`config.mk`:
```
export PLATFORM = sky130hd
export DESIGN_NAME = uart_tx
export DESIGN_NICKNAME = d
export VERILOG_FILES = /design/src/rtl/uart_pkg.sv /design/src/rtl/flex_counter.sv /design/src/rtl/uart_tx.sv
export SDC_FILE = /design/constraint.sdc
export NUM_CORES = 1
export LEC_CHECK = 0
export BUFFER_PORTS_ARGS = -buffer_cell sky130_fd_sc_hd__buf_2
export CAP_MARGIN = 20
export CORE_MARGIN = 3
export CORE_UTILIZATION = 51
export DETAILED_ROUTE_END_ITERATION = 10
export PLACE_DENSITY = 0.83
export SETUP_SLACK_MARGIN = 0.05
export SLEW_MARGIN = 20
export SYNTH_ARGS = -nofsm -noshare
export SYNTH_HDL_FRONTEND = slang
export SYNTH_SLANG_ARGS = --single-unit
```
`constraint.sdc`:
```
create_clock -name clk -period 2.75 [get_ports clk]
set_input_delay 0.4125 -clock clk [delete_from_list [all_inputs] [get_ports clk]]
set_output_delay 0.4125 -clock clk [all_outputs]
set_load 0.005 [all_outputs]
```
`src/rtl/uart_pkg.sv`:
```
// -----------------------------------------------------------------------------
// uart_pkg -- definitions shared by the UART transmitter and receiver.
//
// Contents:
//   DEFAULT_BIT_PERIOD  clocks per serial bit when not overridden (10)
//   NUM_DATA_BITS       data bits per frame (8)
//   PERIOD_CNT_W        width of the clock-in-bit counter (covers 2..255)
//   BIT_CNT_W           width of the data-bit counter (covers 0..8)
//   uart_state_e        frame FSM states
//   uart_tx_dbg_t       transmitter debug view: FSM state and both counters
// -----------------------------------------------------------------------------
package uart_pkg;

    localparam int DEFAULT_BIT_PERIOD = 10;
    localparam int NUM_DATA_BITS      = 8;
    localparam int PERIOD_CNT_W       = 8;
    localparam int BIT_CNT_W          = 4;

    typedef enum logic [1:0] {
        IDLE      = 2'd0,
        START_BIT = 2'd1,
        DATA_BITS = 2'd2,
        STOP_BIT  = 2'd3
    } uart_state_e;

    typedef struct packed {
        uart_state_e             state;
        logic [PERIOD_CNT_W-1:0] period_cnt;
        logic [BIT_CNT_W-1:0]    bit_cnt;
    } uart_tx_dbg_t;

endpackage

```
`src/rtl/flex_counter.sv`:
```
// -----------------------------------------------------------------------------
// flex_counter -- counter that runs 1..rollover_val and wraps back to 1.
//
// Ports:
//   clk             in   system clock, rising edge
//   n_rst           in   asynchronous active-low reset (count -> 0)
//   clear_i         in   synchronous clear to 0, dominates count_enable_i
//   count_enable_i  in   advance the count this cycle
//   rollover_val_i  in   terminal count
//   count_o         out  current count
//   rollover_flag_o out  high while count_o equals rollover_val_i
// -----------------------------------------------------------------------------
module flex_counter #(
    parameter int NUM_CNT_BITS = 4
) (
    input  logic                    clk,
    input  logic                    n_rst,
    input  logic                    clear_i,
    input  logic                    count_enable_i,
    input  logic [NUM_CNT_BITS-1:0] rollover_val_i,
    output logic [NUM_CNT_BITS-1:0] count_o,
    output logic                    rollover_flag_o
);

    logic [NUM_CNT_BITS-1:0] count_q;
    logic [NUM_CNT_BITS-1:0] count_d;

    always_comb begin
        count_d = count_q;
        if (clear_i) begin
            count_d = '0;
        end else if (count_enable_i) begin
            // Wrap to 1, not 0: 0 only ever means "cleared / not running".
            if (count_q == rollover_val_i) begin
                count_d = NUM_CNT_BITS'(1);
            end else begin
                count_d = count_q + NUM_CNT_BITS'(1);
            end
        end
    end

    always_ff @(posedge clk or negedge n_rst) begin
        if (!n_rst) begin
            count_q <= '0;
        end else begin
            count_q <= count_d;
        end
    end

    assign count_o         = count_q;
    assign rollover_flag_o = (count_q == rollover_val_i);

endmodule

```
`src/rtl/uart_tx.sv`:
```
// -----------------------------------------------------------------------------
// uart_tx -- 8N1 UART transmitter.
//
// Ports:
//   clk         in   system clock, rising edge
//   n_rst       in   asynchronous active-low reset
//   tx_start    in   send request
//   tx_data     in   byte to send, captured with the accepted request
//   tx_busy     out  frame in progress
//   tx_done     out  one-cycle pulse in the first idle cycle after a frame
//   serial_out  out  serial line, idle high (registered)
//   dbg_o       out  FSM state and counter values
//
// Handshake: a request is accepted on the rising edge where tx_start=1 and
// tx_busy=0; tx_busy is high from the next cycle until the frame ends.
// Requests while tx_busy=1 are dropped, not queued. tx_busy is already low in
// the tx_done cycle, so a request there chains frames with no idle gap.
//
// Frame: start bit (0), 8 data bits LSB first, stop bit (1), each held for
// BIT_PERIOD clocks.
// -----------------------------------------------------------------------------
module uart_tx
    import uart_pkg::*;
#(
    parameter int BIT_PERIOD = DEFAULT_BIT_PERIOD
) (
    input  logic         clk,
    input  logic         n_rst,
    input  logic         tx_start,
    input  logic [7:0]   tx_data,
    output logic         tx_busy,
    output logic         tx_done,
    output logic         serial_out,
    output uart_tx_dbg_t dbg_o
);

    uart_state_e state_q;
    uart_state_e state_d;
    logic [NUM_DATA_BITS-1:0] shift_q;
    logic [NUM_DATA_BITS-1:0] shift_d;
    logic serial_q;
    logic serial_d;
    logic busy_q;
    logic busy_d;
    logic done_q;
    logic done_d;

    logic                    period_clear;
    logic                    period_roll;
    logic [PERIOD_CNT_W-1:0] period_cnt;
    logic                    bit_clear;
    logic                    bit_roll;
    logic [BIT_CNT_W-1:0]    bit_cnt;

    // Both counters are cleared from the next state so the period counter
    // reads 1 in the first cycle of the start bit and 0 again in the first
    // idle cycle; period_roll then marks the last cycle of every bit.
    assign period_clear = (state_d == IDLE);
    assign bit_clear    = (state_d != DATA_BITS);

    flex_counter #(
        .NUM_CNT_BITS (PERIOD_CNT_W)
    ) u_period_cnt (
        .clk             (clk),
        .n_rst           (n_rst),
        .clear_i         (period_clear),
        .count_enable_i  (1'b1),
        .rollover_val_i  (PERIOD_CNT_W'(BIT_PERIOD)),
        .count_o         (period_cnt),
        .rollover_flag_o (period_roll)
    );

    flex_counter #(
        .NUM_CNT_BITS (BIT_CNT_W)
    ) u_bit_cnt (
        .clk             (clk),
        .n_rst           (n_rst),
        .clear_i         (bit_clear),
        .count_enable_i  (period_roll),
        .rollover_val_i  (BIT_CNT_W'(NUM_DATA_BITS)),
        .count_o         (bit_cnt),
        .rollover_flag_o (bit_roll)
    );

    // Next-state and shift-register logic.
    always_comb begin
        state_d = state_q;
        shift_d = shift_q;
        unique case (state_q)
            IDLE: begin
                if (tx_start) begin
                    state_d = START_BIT;
                    shift_d = tx_data;
                end
            end
            START_BIT: begin
                if (period_roll) begin
                    state_d = DATA_BITS;
                end
            end
            DATA_BITS: begin
                if (period_roll) begin
                    shift_d = {1'b0, shift_q[NUM_DATA_BITS-1:1]};
                    if (bit_roll) begin
                        state_d = STOP_BIT;
                    end
                end
            end
            STOP_BIT: begin
                if (period_roll) begin
                    state_d = IDLE;
                end
            end
            default: begin
                state_d = IDLE;
            end
        endcase
    end

    // Outputs are decoded from the next state so the registered line changes
    // on the same edge as the state it belongs to.
    always_comb begin
        serial_d = 1'b1;
        unique case (state_d)
            IDLE:      serial_d = 1'b1;
            START_BIT: serial_d = 1'b0;
            DATA_BITS: serial_d = shift_d[0];
            STOP_BIT:  serial_d = 1'b1;
            default:   serial_d = 1'b1;
        endcase
        busy_d = (state_d != IDLE);
        done_d = (state_q == STOP_BIT) && period_roll;
    end

    always_ff @(posedge clk or negedge n_rst) begin
        if (!n_rst) begin
            state_q  <= IDLE;
            shift_q  <= '0;
            serial_q <= 1'b1;
            busy_q   <= 1'b0;
            done_q   <= 1'b0;
        end else begin
            state_q  <= state_d;
            shift_q  <= shift_d;
            serial_q <= serial_d;
            busy_q   <= busy_d;
            done_q   <= done_d;
        end
    end

    assign serial_out = serial_q;
    assign tx_busy    = busy_q;
    assign tx_done    = done_q;

    assign dbg_o = '{state: state_q, period_cnt: period_cnt, bit_cnt: bit_cnt};

endmodule

```
==> run summary <==
CTS buffer count -> 3
Vias per cell -> 5.940
Wire length per cell -> 15.89 um
Cells after Synth -> 126
Most common flop cell mapped by yosys -> dfrtp_1
Port-buffer cells -> 27
Final Hold Viols -> 0
Layout area overhead -> 15.04%
Fill cell count -> 185
Synth area leader -> dfrtp_1
Critical Path End Type -> register
PwrDens -> 859.9 nW/um^2
Row count -> 17
Tightest Pin Transition -> 0.6894 ns
Register area -> 626.9 um^2
Post-synthesis cell type count -> 40
Net count after synthesis -> 144
Crit path cell chain -> inv_1, ha_1, or4b_4, nor3_4, a221oi_1, ha_1, inv_1, o21ai_0, a21oi_1
CTS sink cnt -> 25
Slew margin rel. -> 53.56%
Syn_area_per_cell -> 10.50 um^2
Die Y -> 56.93 um
WL final -> 2908 um
Top post-synthesis cells by area -> dfrtp_1 45%, ha_1 6.6%, a221o_1 5.3%
Clk Tree Root Cell -> clkbuf_4
Most common cell after layout, fill and taps aside -> buf_2
Static leakage -> 0.7156 nW
CTS tree -> yes
Largest net degree at the start of global routing -> 26
H-tree lvl count -> 1
Min Clock Period, post-route -> 2.501 ns
CP Data Required Time -> 2.99 ns
Dpl hpwl -> 2153 um
Die area -> 3240 um^2
Via count -> 1087
Clock slew at reported path FFs -> 0.14 ns
Clk buf depth -> 2
Crit path kind -> reg -> reg
Diodes inserted -> 0
PostCTS Resize Cnt -> 0
Part of the cycle the worst path needs -> 90.94%
Number of synthesized flops with an enable pin -> 0
Multi-input combinational cell area -> 644.4 um^2
Max-cap viol count -> 0
Critical path arrival -> 2.74 ns
Vias in the first global route -> 1085
DRT iter0 DRCs -> 26
Outcome -> finished clean
Most frequent cells in the layout -> 27 x buf_2, 24 x dfrtp_1, 8 x inv_1
Layout cells sized above 1 -> 27.10%
Max Slew Vio Count -> 0
Synth Register Bits -> 25
RSZ-0062 raised after global routing -> no
Postcts setup bufs -> 0
Clk_skew -> 0.004219 ns
Netlist Area Pre-Place -> 1323 um^2
GP Congestion -> 0.8696
Antenna-violating nets left -> 0
Antenna violations before repair -> 0
Max incr delay on CP -> 0.53 ns
Slowest stage cell, crit path -> or4b_4
Peak Freq -> 399.9 MHz
Initial core utilization -> 56.52%
Sequential cell area fraction in the yosys report -> 47.40%
GRT Overall Usage -> 19.00%
Core ar. -> 2340 um^2
Crit-path max FO -> 7
Hold Buf Count CTS -> 0
First-pass GRT wire length -> 4885 um
Ys async rst share -> 100.0%
Endpoints failing setup -> 0
Synth Warn # -> 0
DIE WIDTH -> 56.93 um
Area after DPL -> 1489 um^2
# IOs -> 28
Worst setup SP type -> register
Top cell type's share of synthesized area -> 45.41%
Nets -> 174
Residual DRC -> 0
Hold crit path type -> in -> async
Drt first pass iters -> 4
Final instance area -> 1521 um^2
Grt ovf -> 0
Final TNS setup -> 0 ns
Worst-Skew Late Latency -> 0.31 ns
VDD IR max -> 0.5015 mV
[kinds of logic (layout without fill, tap and decap cells)]
kind of cell             count (synthesis)  count (layout)  synth area share [%]
AO/OA/AOI/OAI                           28              28                 15.42
XOR/XNOR                                 5               5                 3.312
adder cells (fa/ha/maj)                  7               7                 6.622
buffers and inverters                   13              42                 4.257
flip-flops                              25              25                 47.40
AND/OR/NAND/NOR                         48              48                 22.99
[worst paths after layout]
path,startpoint,to,cells after the start,slack [ns]
max in group asynchronous,n_rst,serial_out,1,2.32
worst max register to register,u_period_cnt.count_o[0],u_period_cnt.count_o[7],9,0.25
worst min-delay path,n_rst,u_bit_cnt.count_o[3],1,0.06
worst min register to register,shift_q[5],shift_q[5],1,0.53
min in group clk,tx_data[7],shift_q[7],3,0.31
worst max-delay path,u_period_cnt.count_o[0],u_period_cnt.count_o[7],9,0.25
[routing by layer]
| layer | GRT usage [%] | wire (um) |
|---|---|---|
| met5 | 0 | 0 |
| met3 | 2.989 | 202 |
| met1 | 22.83 | 1177 |
| met2 | 33.28 | 1492 |
| met4 | 8.278 | 35 |
[power by group]
| group | switching (mW) | internal [mW] | total (mW) |
|---|---|---|---|
| Combinational | 0.280 | 0.247 | 0.527 |
| Sequential | 0.129 | 0.489 | 0.619 |
| Clock | 0.108 | 0.0544 | 0.162 |
[synth_stat cells, drive strengths merged, types with 2 or more instances]
cell    instances
nor3            2
nand3           7
ha              7
nor2            6
a21oi           7
a211oi          2
xor2            3
o21ai           5
nand4           2
or4b            2
and2            6
inv             8
a221o           7
nand2b          3
o31ai           2
nor3b           2
or3             3
dfrtp          24
xnor2           2
clkbuf          4
nand2           7
[cell type report]
cell class / count / share of cell area, %
Clock inverter: 1 / 0.3289
Tap cell: 28 / 2.303
Inverter: 8 / 1.974
Sequential cell: 25 / 41.20
Multi-Input combinational cell: 88 / 42.35
Timing Repair Buffer: 30 / 10.36
Clock buffer: 3 / 1.480
[worst max-delay path: cells and delay by family (launching register included)]
family	cells	cell delay (ns)
compound gates	3	0.61
fa+ha+maj	2	0.45
simple gates	2	0.75
flops	1	0.46
buf+inv	2	0.16
[through the flow]
step           total power [mW]  util, %  hold WS [ns]  instances  setup WS, ns
2_1_floorplan            0.9651        -        0.1169        126        0.4123
3_3_place_gp              1.116    63.64        0.4253        179        0.4523
3_5_place_dp              1.149    63.64        0.4345        179        0.1711
4_1_cts                   1.313    64.81       0.07919        183        0.1627
5_1_grt                   1.410    65.03       0.08468        183       0.07267
6_report                  1.308    65.03       0.06305        183        0.2492
[state kept, by name, indices dropped and copies added (netlist names)]
register and flops:
tx_busy 1, u_bit_cnt.count_o 4, serial_out 1, shift_q 8, tx_done 1, u_period_cnt.count_o 8, state_q 2
Power figures use the tool's default switching activity.
